File: config.mk
export PLATFORM = sky130hd
export DESIGN_NAME = inst_load_ctrl
export DESIGN_NICKNAME = d
export VERILOG_FILES = /design/src/rtl/inst_load_ctrl_pkg.sv /design/src/rtl/inst_load_cksum.sv /design/src/rtl/inst_load_ctrl.sv
export SDC_FILE = /design/constraint.sdc
export NUM_CORES = 1
export LEC_CHECK = 0
export CORE_MARGIN = 2
export CORE_UTILIZATION = 45
export CTS_CLUSTER_SIZE = 16
export DETAILED_ROUTE_END_ITERATION = 7
export MAX_ROUTING_LAYER = met4
export PLACE_DENSITY = 0.88
export SKIP_CTS_REPAIR_TIMING = 1
export SYNTH_ARGS = -nofsm -noshare
export SYNTH_HDL_FRONTEND = slang
export SYNTH_SLANG_ARGS = --single-unit
File: constraint.sdc
create_clock -name clk -period 6.8 [get_ports clk]
set_input_delay 1.36 -clock clk [delete_from_list [all_inputs] [get_ports clk]]
set_output_delay 1.36 -clock clk [all_outputs]
set_load 0.02 [all_outputs]
File: src/rtl/inst_load_ctrl_pkg.sv
// +--------------------------------------------------------------------+
// | inst_load_ctrl_pkg : state encodings and shared constants           |
// | Revision 1.0                                                        |
// +--------------------------------------------------------------------+
`default_nettype none

package inst_load_ctrl_pkg;

  typedef enum logic [2:0] {
    ILC_IDLE  = 3'd0,
    ILC_LOAD  = 3'd1,
    ILC_DRAIN = 3'd2,
    ILC_RUN   = 3'd3,
    ILC_ERR   = 3'd4
  } ilc_state_t;

  localparam int          ILC_CNT_WD    = 13;
  localparam logic [63:0] ILC_BASE_ADDR = 64'h0;

endpackage

`default_nettype wire

File: src/rtl/inst_load_cksum.sv
// +--------------------------------------------------------------------+
// | inst_load_cksum : XOR accumulator and last-beat compare             |
// | Built only with INST_LOAD_CKSUM_EN.            Revision 1.0         |
// +--------------------------------------------------------------------+
`default_nettype none

`ifdef INST_LOAD_CKSUM_EN
module inst_load_cksum #(
  parameter int DW = 32
) (
  input  logic          clk,
  input  logic          resetn,
  input  logic          i_clr,
  input  logic          i_wr,
  input  logic          i_last,
  input  logic [DW-1:0] i_data,
  input  logic [DW-1:0] i_cksum,
  output logic          o_bad
);

  logic [DW-1:0] r_acc;
  logic          r_bad;
  logic [DW-1:0] w_acc_nxt;

  assign w_acc_nxt = r_acc ^ i_data;

  // The mismatch verdict is latched on the last beat and held for the drain phase.
  always_ff @(posedge clk or negedge resetn) begin
    if (!resetn) begin
      r_acc <= '0;
      r_bad <= 1'b0;
    end else if (i_clr) begin
      r_acc <= '0;
      r_bad <= 1'b0;
    end else if (i_wr) begin
      r_acc <= w_acc_nxt;
      if (i_last) begin
        r_bad <= (w_acc_nxt != i_cksum);
      end
    end
  end

  assign o_bad = r_bad;

endmodule
`endif

`default_nettype wire

File: src/rtl/inst_load_ctrl.sv
// +--------------------------------------------------------------------+
// | inst_load_ctrl : inst-SRAM ownership between loader and IF stage    |
// | Optional checksum via INST_LOAD_CKSUM_EN.      Revision 1.0         |
// +--------------------------------------------------------------------+
`default_nettype none

module inst_load_ctrl
  import inst_load_ctrl_pkg::*;
#(
  parameter int            AW        = 64,
  parameter int            DW        = 32,
  parameter logic [AW-1:0] BASE_ADDR = AW'(ILC_BASE_ADDR),
  parameter int            MAX_WORDS = 4096,
  parameter int            RUN_DELAY = 2
) (
  input  logic                  clk,
  input  logic                  resetn,
  input  logic                  load_start,
  input  logic                  ld_valid,
  output logic                  ld_ready,
  input  logic [DW-1:0]         ld_data,
  input  logic                  ld_last,
  input  logic                  if_en,
  input  logic [AW-1:0]         if_addr,
  output logic                  sram_en,
  output logic                  sram_wen,
  output logic [AW-1:0]         sram_addr,
  output logic [AW-1:0]         sram_waddr,
  output logic [DW-1:0]         sram_wdata,
  output logic                  cpu_run,
  output logic                  load_done,
  output logic                  load_err,
  output logic [ILC_CNT_WD-1:0] word_cnt
`ifdef INST_LOAD_CKSUM_EN
  ,
  input  logic [DW-1:0]         ld_cksum,
  output logic                  cksum_err
`endif
);

  localparam logic [ILC_CNT_WD-1:0] c_max      = ILC_CNT_WD'(MAX_WORDS);
  localparam logic [3:0]            c_dly_init = 4'(RUN_DELAY - 1);

  ilc_state_t            r_state;
  ilc_state_t            w_nxt;
  logic                  r_ld_ready;
  logic                  r_cpu_run;
  logic                  r_load_done;
  logic                  r_load_err;
  logic [ILC_CNT_WD-1:0] r_cnt;
  logic [AW-1:0]         r_waddr;
  logic [3:0]            r_dly;
  logic                  w_beat;
  logic                  w_full;
  logic                  w_wr;
  logic                  w_bad;

  assign w_beat = ld_valid & r_ld_ready;
  assign w_full = (r_cnt == c_max);
  // A beat that arrives with the image already at capacity is refused, not written.
  assign w_wr   = w_beat & ~w_full;

`ifdef INST_LOAD_CKSUM_EN
  logic r_cksum_err;

  inst_load_cksum #(
    .DW (DW)
  ) u_cksum (
    .clk     (clk),
    .resetn  (resetn),
    .i_clr   (load_start),
    .i_wr    (w_wr),
    .i_last  (ld_last),
    .i_data  (ld_data),
    .i_cksum (ld_cksum),
    .o_bad   (w_bad)
  );

  assign cksum_err = r_cksum_err;
`else
  assign w_bad = 1'b0;
`endif

  always_comb begin
    w_nxt = r_state;
    case (r_state)
      ILC_LOAD: begin
        if (w_beat) begin
          if (w_full) begin
            w_nxt = ILC_ERR;
          end else if (ld_last) begin
            w_nxt = ILC_DRAIN;
          end
        end
      end
      ILC_DRAIN: begin
        if (r_dly == '0) begin
          w_nxt = w_bad ? ILC_ERR : ILC_RUN;
        end
      end
      default: begin
        w_nxt = r_state;
      end
    endcase
    // Restart wins from every state; the current beat still completes above.
    if (load_start) begin
      w_nxt = ILC_LOAD;
    end
  end

  always_ff @(posedge clk or negedge resetn) begin
    if (!resetn) begin
      r_state     <= ILC_IDLE;
      r_ld_ready  <= 1'b0;
      r_cpu_run   <= 1'b0;
      r_load_done <= 1'b0;
      r_load_err  <= 1'b0;
      r_cnt       <= '0;
      r_waddr     <= '0;
      r_dly       <= '0;
`ifdef INST_LOAD_CKSUM_EN
      r_cksum_err <= 1'b0;
`endif
    end else begin
      r_state    <= w_nxt;
      r_ld_ready <= (w_nxt == ILC_LOAD);
      r_cpu_run  <= (w_nxt == ILC_RUN);

      if (load_start) begin
        r_cnt       <= '0;
        r_waddr     <= BASE_ADDR;
        r_load_done <= 1'b0;
        r_load_err  <= 1'b0;
`ifdef INST_LOAD_CKSUM_EN
        r_cksum_err <= 1'b0;
`endif
      end else begin
        if (w_wr) begin
          r_cnt   <= r_cnt + 1'b1;
          r_waddr <= r_waddr + AW'(4);
        end
        if ((w_nxt == ILC_RUN) && (r_state != ILC_RUN)) begin
          r_load_done <= 1'b1;
        end
        if ((w_nxt == ILC_ERR) && (r_state != ILC_ERR)) begin
          r_load_err <= 1'b1;
        end
`ifdef INST_LOAD_CKSUM_EN
        if ((r_state == ILC_DRAIN) && (w_nxt == ILC_ERR)) begin
          r_cksum_err <= 1'b1;
        end
`endif
      end

      if ((w_nxt == ILC_DRAIN) && (r_state != ILC_DRAIN)) begin
        r_dly <= c_dly_init;
      end else if (r_dly != '0) begin
        r_dly <= r_dly - 1'b1;
      end
    end
  end

  // IF owns the port only in RUN; the loader only ever writes in LOAD.
  assign ld_ready   = r_ld_ready;
  assign cpu_run    = r_cpu_run;
  assign load_done  = r_load_done;
  assign load_err   = r_load_err;
  assign word_cnt   = r_cnt;
  assign sram_wen   = w_wr;
  assign sram_en    = w_wr | (r_cpu_run & if_en);
  assign sram_addr  = r_cpu_run ? if_addr : '0;
  assign sram_waddr = w_wr ? r_waddr : '0;
  assign sram_wdata = w_wr ? ld_data : '0;

endmodule

`default_nettype wire

==> results.tsv, run 1 <==
stage	metric	value	unit
power	Lkg Pwr	0.00335	µW
logic_synthesis	post-synthesis mux area share	0.00969	
timing	Setup Skew	5.15	ps
run	MaxCap Viol Count	0	
logic_synthesis	synth warn	0	
finish	number of nets in the layout	1036	
timing	Max Transition Viols Final	0	
setup_path	CP cell instances	clkdlybuf4s50_1 > nand2_1 > a31oi_4 > buf_12 > and2_1 > clkdlybuf4s50_1	
timing	final setup margin	1710	ps
logic_synthesis	adder-cell area share of the yosys netlist	0.00880	
setup_path	worst-path fanout max	116	
logic_synthesis	Post-Synthesis Cell Area	5680	µm²
global_routing	first-pass GRT wire length	29.5	mm
route	DR iter-0 viols	443	
floorplanning	core footprint	12500	µm²
cts	Clk pin slew, worst setup/hold paths	60	ps
logic_synthesis	Synth Area in Compound Gates	0.103	
floorplanning	I/O pins	281	
route	antenna viol nets, final	0	
finish	final instance area	8870	µm²
outcome	status	completed	
global_routing	largest net degree at the start of global routing	117	
route	via count	6158	
route	DRC viols	0	
setup_path	Worst setup SP type	input port	
timing	Slew HR	0.276	
placement	PortBufs	278	
cts	maximum root-to-sink buffer count	2	
power	Power, Total	1420	µW
global_routing	GRT overflow	0	
timing	Final Hold Slack	524	ps
timing	Setup violations, final	0	
floorplanning	die height	116	µm
logic_synthesis	combinational family with the most area after synthesis	simple AND/OR/NAND/NOR gates	
logic_synthesis	Yosys top cell by area	dfrtp_1	
placement	Area after DPL	8580	µm²
logic_synthesis	Synth area leaders	dfrtp_1, and2_1, a21oi_1, nor2_1, nand4_1	
power	Max IR drop VDD	154	µV
setup_path	CP max stage delay	640	ps
logic_synthesis	ys async rst share	1.00	
logic_synthesis	most numerous cell in the Yosys netlist	and2_1	
route	DR vias/cell	5.57	
cts	Root Buffer	clkbuf_16	
timing	fmax	196	MHz
power	P per Cell Area	160	nW/µm²
timing	Worst Tran Pin Value	1080	ps
timing	Setup TNS	0	ps
cts	TritonCTS clock tree	yes	
timing	min Tclk post-route	5090	ps
floorplanning	row count	41	
logic_synthesis	predominant post-synthesis flop cell	dfrtp_1	
global_routing	initial antenna violation count	0	
floorplanning	Die ar.	13500	µm²
logic_synthesis	Synth Area in Simple Gates	0.412	
placement	RD Place Congestion	0.881	
route	Pre-antenna DRT Iters	5	
cts	clk sinks	86	
setup_path	Worst EP arrival	3730	ps
floorplanning	Initial Utilization	0.456	
finish	Area Overhead vs Synth	56.1	%
cts	H-Tree Depth	3	
global_routing	aggregate global-route resource usage	0.290	
finish	Inserted Diodes	0	
setup_path	CP max stage cell	clkdlybuf4s50_1	
hold_path	Hold Path Class	flip-flop to flip-flop	
floorplanning	Die W	116	µm
logic_synthesis	Synth cell types	52	
placement	pre-CTS setup slack	1710	ps
logic_synthesis	post-synthesis sequential area ratio	0.379	
setup_path	Buf+Inv Stages, Crit Path	3	
logic_synthesis	number of synthesized flops with an enable pin	0	
logic_synthesis	Gate Count Post-Synth	674	
placement	post-DP HPWL	14.6	mm
logic_synthesis	Avg Cell Area, Syn	8.43	µm²
timing	final worst-path cycle share	0.749	
setup_path	critical path's top delay family	buffers and inverters	
setup_path	Crit Path Class	input port to output port	
setup_path	Worst EP required	5440	ps
cts	Clk Latency, worst-skew pair	340	ps
timing	unrepaired setup endpoints after global routing	false	
logic_synthesis	synth cell count leaders	and2_1, dfrtp_1, nor2_1, a21oi_1	
route	WL per Instance	17.9	µm
finish	share of layout cells above drive strength 1	0.0407	
global_routing	vias in the first global route	5468	
cts	CTS Buf Count	9	
setup_path	CP Capture Type	output port	
logic_synthesis	Seq cells post-synth	86	
logic_synthesis	Synth top area share	0.379	
setup_path	Crit path top cell by count	clkdlybuf4s50_1	
timing	final hold violations	0	
logic_synthesis	Post-Synth XOR/XNOR Area	0.0462	
route	Detailed Route WL	19.8	mm
## worst reg2reg max path: stages, from the launching register on
cell     delay [ps]
dfrtp_1         440
inv_1            90
ha_1            210
nor4b_1         200
a31oi_4         180
buf_12          360
nand2_1         550
or4_1           670
a21oi_1         180
## layout by cell type (no fill, tap or decap), drive strengths merged, types with 2 or more instances in the layout
cell type	Yosys	final
and3	7	7
nand4	28	28
nand2	32	32
o21ai	22	22
conb	1	2
nor4	13	13
or4b	2	2
nor4b	2	2
mux2	4	4
o31ai	17	17
clkinv	0	2
and2	151	151
xnor2	15	15
o311ai	2	2
clkbuf	32	11
ha	4	4
and4	6	6
nor2	49	49
inv	20	20
nor3	21	21
or4	21	21
nor2b	5	5
nand3	26	26
a41oi	2	2
or3	19	19
a21oi	44	44
dfrtp	86	86
nand4b	5	5
nand2b	3	3
xor2	15	15
buf	7	7
clkdlybuf4s50	0	276
## per-layer routing
layer / track usage / wire [µm]
met1: 0.342 / 7420
met2: 0.503 / 10300
met3: 0.0332 / 1320
met4: 0.120 / 709
met5: - / 0
## power breakdown
group          internal, µW  switching [µW]  total, µW  leakage, µW
sequential              531            21.1        552      0.00118
combinational           188             191        380      0.00203
clock                   291             197        488     0.000141
total                  1010             409       1420      0.00335
## state kept, by name, summed over array words and instances (netlist names)
name       cells
word_cnt      13
r_waddr       62
r_dly          4
load_done      1
ld_ready       1
r_state        3
cpu_run        1
load_err       1
## layout make-up
| class | count | area [µm²] |
|---|---|---|
| Clock buffer | 11 | 243 |
| Clock inverter | 4 | 47.5 |
| Fill cell | 980 | 3590 |
| Inverter | 20 | 75.1 |
| Multi-Input combinational cell | 530 | 3310 |
| Sequential cell | 86 | 2150 |
| Tap cell | 172 | 215 |
| Timing Repair Buffer | 283 | 2830 |
## path summary, 6_finish.rpt
| path | from | endpoint | slack [ps] | depth (start not counted) |
|---|---|---|---|---|
| worst min-delay path | load_err | load_err | 520 | 2 |
| worst min register to register | load_err | load_err | 520 | 2 |
| max in group asynchronous | resetn | word_cnt[7] | 4780 | 2 |
| worst max register to register | word_cnt[0] | r_waddr[58] | 3830 | 8 |
| min in group asynchronous | resetn | r_waddr[44] | 810 | 1 |
| worst max-delay path | ld_valid | sram_wdata[19] | 1710 | 6 |
## logic make-up (layout without fill, tap and decap cells)
kind of cell / count (synthesis) / after routing
xor+xnor: 30 / 30
compound gates: 96 / 96
buf+inv: 59 / 318
simple gates: 393 / 393
flops: 86 / 86
fa+ha+maj: 4 / 4
other cells: 1 / 2
mux: 5 / 5
## stage by stage
| stage | instances | utilization |
|---|---|---|
| floorplan | 675 | - |
| global placement | 1091 | 0.688 |
| detailed placement | 1091 | 0.688 |
| CTS | 1106 | 0.712 |
| global route | 1106 | 0.712 |
| finish | 1106 | 0.712 |
Power figures use the tool's default switching activity.
==> run 2, diff against run 1 <==
--- a/config.mk
+++ b/config.mk
@@ -6,11 +6,11 @@
 export NUM_CORES = 1
 export LEC_CHECK = 0
 export CORE_MARGIN = 2
-export CORE_UTILIZATION = 45
+export CORE_UTILIZATION = 37
 export CTS_CLUSTER_SIZE = 16
 export DETAILED_ROUTE_END_ITERATION = 7
 export MAX_ROUTING_LAYER = met4
-export PLACE_DENSITY = 0.88
+export PLACE_DENSITY = 0.78
 export SKIP_CTS_REPAIR_TIMING = 1
 export SYNTH_ARGS = -nofsm -noshare
 export SYNTH_HDL_FRONTEND = slang
==> constraint.sdc (replaced) <==
create_clock -name clk -period 4.4 [get_ports clk]
set_input_delay 0.88 -clock clk [delete_from_list [all_inputs] [get_ports clk]]
set_output_delay 0.88 -clock clk [all_outputs]
set_load 0.02 [all_outputs]
==> run 2 against run 1 <==
Net effect: clock skew rose by 2.5 ps; critical path depth did not move; critical endpoint is now sram_waddr[4]; global-route usage fell by 4.9 points; worst setup slack got worse by 1200 ps; highest routed layer unchanged; hold slack got worse by 3.1 ps.
==> results.tsv, run 2 (same netlist as run 1, synthesis figures left out) <==
stage	metric	value	unit	change
outcome	status	completed		
timing	unrepaired setup endpoints after global routing	false		
placement	pre-CTS setup slack	753	ps	-962 ps
route	Detailed Route WL	19.8	mm	about the same
power	combinational power share	0.255		-0.013
route	WL per Instance	17.5	µm	-1.9%
setup_path	CP Capture Type	output port		
floorplanning	Initial Utilization	0.377		-0.0793
setup_path	Crit path top cell by count	inv_1		
global_routing	first-pass GRT wire length	30.4	mm	+2.8%
global_routing	aggregate global-route resource usage	0.240		-0.0494
cts	maximum root-to-sink buffer count	2		unchanged
setup_path	Buf+Inv Stages, Crit Path	3		unchanged
global_routing	vias in the first global route	5639		+3.1%
cts	CTS Buf Count	9		unchanged
setup_path	worst-path fanout max	9		-92%
run	MaxCap Viol Count	0		unchanged
placement	post-DP HPWL	14.5	mm	-0.71%
setup_path	CP cell instances	inv_1 > ha_1 > or4b_4 > o311ai_1 > inv_1 > clkdlybuf4s50_1		
setup_path	critical path's top delay family	compound AO/OA/AOI/OAI gates		
cts	TritonCTS clock tree	yes		
finish	Inserted Diodes	0		unchanged
cts	H-Tree Depth	3		unchanged
finish	commonest non-fill, non-tap cell in the layout	clkdlybuf4s50_1		
cts	Clk Latency, worst-skew pair	340	ps	about the same
global_routing	initial antenna violation count	0		unchanged
finish	Reg with most FFs	r_waddr		
route	via count	6031		-2.1%
power	Flop pwr share	0.363		-0.026
power	Lkg Pwr	0.00342	µW	+2.1%
setup_path	Crit Path Class	flip-flop to output port		
finish	number of nets in the layout	1041		+0.48%
placement	RD Place Congestion	0.834		-5.3%
power	switching share of power	0.277		-0.0108
finish	Area Overhead vs Synth	57.8	%	
floorplanning	I/O pins	281		unchanged
power	Power, Total	2340	µW	+64%
finish	Largest register FFs	62		unchanged
cts	Root Buffer	clkbuf_16		
power	P per Cell Area	260	nW/µm²	+63%
global_routing	GRT overflow	0		unchanged
finish	share of layout cells above drive strength 1	0.0553		+0.0146
route	DR vias/cell	5.35		-4.0%
finish	Finished Core Util	0.594		-0.117
power	Max IR drop VDD	166	µV	+7.5%
timing	fmax	254	MHz	
timing	final hold violations	0		unchanged
floorplanning	Die W	128	µm	+9.9%
route	Pre-antenna DRT Iters	5		unchanged
power	Int Power	1690	µW	+67%
floorplanning	row count	45		+9.8%
finish	commonest cells after routing, fill and taps aside	clkdlybuf4s50_1, and2_1, dfrtp_1		
timing	final setup margin	463	ps	-1240 ps
timing	Worst Tran Pin Value	1070	ps	-3.69 ps
timing	Final Hold Slack	521	ps	-3.14 ps
power	sw power	647	µW	+58%
cts	Clk pin slew, worst setup/hold paths	60	ps	about the same
setup_path	worst r2r src	word_cnt[0]		
setup_path	CP max stage delay	850	ps	+210 ps
setup_path	Worst EP required	3520	ps	-1920 ps
setup_path	Worst EP arrival	3060	ps	-670 ps
finish	fill count	1324		+35%
timing	Slew HR	0.279		+0.00249
route	DR iter-0 viols	330		-26%
timing	Setup Skew	7.64	ps	+2.49 ps
setup_path	Worst Setup SP	word_cnt[0]		
timing	Max Transition Viols Final	0		unchanged
cts	clk sinks	86		unchanged
hold_path	Hold Path Class	flip-flop to flip-flop		
route	DRC viols	0		unchanged
floorplanning	die height	128	µm	+9.9%
timing	min Tclk post-route	3940	ps	
timing	Setup TNS	0	ps	unchanged
placement	PortBufs	278		unchanged
power	clock share of power	0.382		+0.038
setup_path	CP max stage cell	o311ai_1		
floorplanning	core footprint	15100	µm²	+21%
floorplanning	Die ar.	16400	µm²	+21%
hold_path	HP Start	load_done		
global_routing	largest net degree at the start of global routing	85		-27%
timing	final worst-path cycle share	0.895		
timing	Setup violations, final	0		unchanged
setup_path	Worst setup SP type	flip-flop		
route	antenna viol nets, final	0		unchanged
run 2: cell types whose count changed in the layout (fill, tap and decap cells not counted):
cell / change
clkinvlp_4: -1
clkinv_4: +1
buf_4: +12
clkbuf_1: -1
clkdlybuf4s50_1: -7
bufinv_16: +2
run 2: path summary, 6_finish.rpt:
check / endpoint / slack (ps) / depth (start not counted)
setup / recovery: sram_waddr[4] / 460 / 6
hold / removal: load_done / 520 / 2
setup reg to reg: r_waddr[62] / 1320 / 10
hold reg to reg: load_done / 520 / 2
max in group asynchronous: r_waddr[29] / 2900 / 2
min in group asynchronous: r_waddr[43] / 590 / 1
run 2: metrics by stage:
stage / cell area, µm² / instances
floorplan: 5690 / 675
global placement: 8620 / 1112
detailed placement: 8620 / 1112
CTS: 8970 / 1128
global route: 8970 / 1128
finish: 8970 / 1128
run 2: per-layer routing:
layer | part of all wire | wire (µm) | global-route usage
met1 | 0.38 | 7570 | 0.274
met2 | 0.53 | 10400 | 0.430
met3 | 0.060 | 1190 | 0.0326
met4 | 0.030 | 597 | 0.0899
met5 | 0 | 0 | -
run 2: cell type report:
cell class              count  area (µm²)  share of cell area
inverters                  20        75.1             0.00837
flip-flops and latches     86        2150               0.240
clock buffers              10         239              0.0266
multi-input cells         530        3310               0.370
repair buffers            288        2850               0.317
clock inverters             6         109              0.0121
well taps                 188         235              0.0262
run 2: worst register-to-register path, cell delays in order, from the launching register on:
cell	delay, ps
dfrtp_1	430
inv_1	80
ha_1	210
nor4b_1	150
buf_4	160
a31oi_4	150
buf_12	270
buf_4	280
nand2_1	430
or4_1	660
a21oi_1	180
run 2: power by group through the flow:
stage	sequential, µW	clock [µW]	combinational, µW
after floorplan	864	0	286
after global placement	861	0	597
after detailed placement	862	0	602
after CTS	847	901	604
after global routing	853	936	646
final	848	891	596
==> run 3, diff against run 2 <==
--- a/config.mk
+++ b/config.mk
@@ -9,7 +9,6 @@
 export CORE_UTILIZATION = 37
 export CTS_CLUSTER_SIZE = 16
 export DETAILED_ROUTE_END_ITERATION = 7
-export MAX_ROUTING_LAYER = met4
 export PLACE_DENSITY = 0.78
 export SKIP_CTS_REPAIR_TIMING = 1
 export SYNTH_ARGS = -nofsm -noshare
==> constraint.sdc (replaced) <==
create_clock -name clk -period 3.44 [get_ports clk]
set_input_delay 0.688 -clock clk [delete_from_list [all_inputs] [get_ports clk]]
set_output_delay 0.688 -clock clk [all_outputs]
set_load 0.02 [all_outputs]
==> run 3 against run 2 <==
Net effect: final cell count is 0.71% higher; core utilization is 0.17 points higher; worst setup slack worse by 330 ps; design area is 0.29% higher; critical path depth is 2 higher; global-route usage is 1.1 points lower; critical endpoint is now sram_wdata[22]; largest power group is now registers; register-to-register slack worse by 660 ps; sequential share of layout area is 0.070 points lower; clock power is 8.6% higher; first-iteration DRC count is 8.2% lower; critical path type unchanged; clock-buffer cell count is 1 higher.
==> results.tsv, run 3 (same netlist as run 1, synthesis figures left out) <==
stage	metric	value	unit	change
global_routing	GRT overflow	0		unchanged
global_routing	aggregate global-route resource usage	0.229		-0.0114
global_routing	GR Layer Usage met2	0.424		-0.00566
finish	Largest register FFs	62		unchanged
hold_path	hold path cells	2		unchanged
timing	Max Transition Viols Final	0		unchanged
placement	post-DP HPWL	14.5	mm	+0.18%
finish	share of layout cells above drive strength 1	0.0643		+0.00903
timing	Setup Skew	9.22	ps	+1.58 ps
route	via count	5938		-1.5%
placement	PortBufs	278		unchanged
timing	min Tclk post-route	3310	ps	
setup_path	Worst setup SP type	flip-flop		
setup_path	cells on worst reg2reg path	10		unchanged
floorplanning	row count	45		unchanged
route	Pre-antenna DRT Iters	4		-1
timing	Setup violations, final	0		unchanged
cts	Clk pin slew, worst setup/hold paths	60	ps	about the same
setup_path	CP Capture Type	output port		
hold_path	Hold Path Class	flip-flop to flip-flop		
finish	number of nets in the layout	1050		+0.86%
floorplanning	core footprint	15100	µm²	unchanged
route	antenna viol nets, final	0		unchanged
route	WL per Instance	16.8	µm	-4.1%
finish	commonest non-fill, non-tap cell in the layout	clkdlybuf4s50_1		
floorplanning	Die ar.	16400	µm²	unchanged
timing	fmax	302	MHz	
route	DR vias/cell	5.23		-2.2%
finish	Reg with most FFs	r_waddr		
cts	H-Tree Depth	3		unchanged
placement	Area after DPL	8690	µm²	+0.78%
route	Detailed Route WL	19.1	mm	-3.4%
global_routing	met3 GRT Util	0.0313		-0.00125
global_routing	busiest grt layer	met2		
outcome	status	completed		
finish	Area Overhead vs Synth	58.3	%	
setup_path	CP max stage delay	610	ps	-240 ps
global_routing	largest net degree at the start of global routing	87		+2.4%
cts	Root Buffer	clkbuf_16		
setup_path	Worst EP required	2750	ps	-770 ps
finish	final instance area	9000	µm²	+0.29%
cts	TritonCTS clock tree	yes		
setup_path	CP max stage cell	clkdlybuf4s50_1		
finish	commonest cells after routing, fill and taps aside	clkdlybuf4s50_1, and2_1, dfrtp_1		
setup_path	Worst EP arrival	2620	ps	-440 ps
floorplanning	Die W	128	µm	unchanged
power	P per Cell Area	314	nW/µm²	+21%
timing	final hold violations	0		unchanged
placement	RD Place Congestion	0.816		-2.2%
floorplanning	die height	128	µm	unchanged
cts	maximum root-to-sink buffer count	2		unchanged
setup_path	Crit Path Class	flip-flop to output port		
global_routing	initial antenna violation count	0		unchanged
setup_path	worst-path fanout max	75		+66
run	MaxCap Viol Count	0		unchanged
timing	unrepaired setup endpoints after global routing	false		
power	Max IR drop VDD	194	µV	+17%
floorplanning	Initial Utilization	0.377		unchanged
global_routing	vias in the first global route	5342		-5.3%
timing	Worst Tran Pin Value	1090	ps	+22.3 ps
cts	Clk Latency, worst-skew pair	340	ps	about the same
finish	Inserted Diodes	0		unchanged
timing	final worst-path cycle share	0.962		
cts	CTS Buf Count	9		unchanged
timing	Slew HR	0.270		-0.00826
finish	Finished Core Util	0.596		+0.00174
timing	Setup TNS	0	ps	unchanged
route	DRC viols	0		unchanged
route	DR iter-0 viols	303		-8.2%
cts	clk sinks	86		unchanged
global_routing	first-pass GRT wire length	29.7	mm	-2.1%
setup_path	CP cell instances	inv_1 > ha_1 > nor4b_1 > buf_4 > a31oi_4 > buf_12 > and2_1 > clkdlybuf4s50_1		
floorplanning	I/O pins	281		unchanged
global_routing	GR Util met1	0.282		+0.00717
power	Lkg Pwr	0.00345	µW	+0.96%
==> run 3: critical path: cells and delay by family, from the launching register on <==
| family | cells | cell delay, ps |
|---|---|---|
| and+or+nand+nor | 2 | 320 |
| buffers and inverters | 4 | 1140 |
| DFF | 1 | 390 |
| AOI/OAI and AO/OA | 1 | 200 |
| adders and majority gates | 1 | 190 |
==> run 3: cell type report <==
type                       count  area [µm²]
clock buffer                  11         243
clock inverter                 4        47.5
fill                        1349        6090
inverter                      20        75.1
multi-input combinational    530        3330
sequential                    86        2150
tap                          188         235
timing repair buffer         297        2920
==> run 3: per-stage QoR <==
| stage | total power [µW] | setup slack [ps] | hold slack [ps] | cells |
|---|---|---|---|---|
| floorplan | 1470 | 488 | 392 | 675 |
| global placement | 1870 | 184 | 499 | 1121 |
| detailed placement | 1880 | 150 | 499 | 1121 |
| CTS | 2850 | 83.3 | 514 | 1136 |
| global route | 2960 | 7.30 | 558 | 1136 |
| finish | 2820 | 132 | 512 | 1136 |
==> run 3: power breakdown <==
| group | internal [µW] | leakage (µW) | switching, µW | total [µW] |
|---|---|---|---|---|
| combinational | 388 | 0.00213 | 385 | 774 |
| sequential | 1050 | 0.00118 | 32.3 | 1080 |
| clock | 576 | 0.000141 | 392 | 968 |
| total | 2010 | 0.00345 | 810 | 2820 |
==> run 3: metal layers <==
metal  wire (µm)  part of all wire
met1        7590              0.40
met2       10300              0.54
met3        1030             0.054
met4         201             0.011
met5           0                 0
==> run 3: path summary, 6_finish.rpt <==
kind | from | end | slack [ps]
worst max register to register | word_cnt[1] | r_waddr[49] | 660
max in group asynchronous | resetn | r_waddr[13] | 2190
worst min-delay path | load_done | load_done | 510
worst min register to register | load_done | load_done | 510
worst max-delay path | word_cnt[1] | sram_wdata[22] | 130
min in group asynchronous | resetn | r_waddr[43] | 550
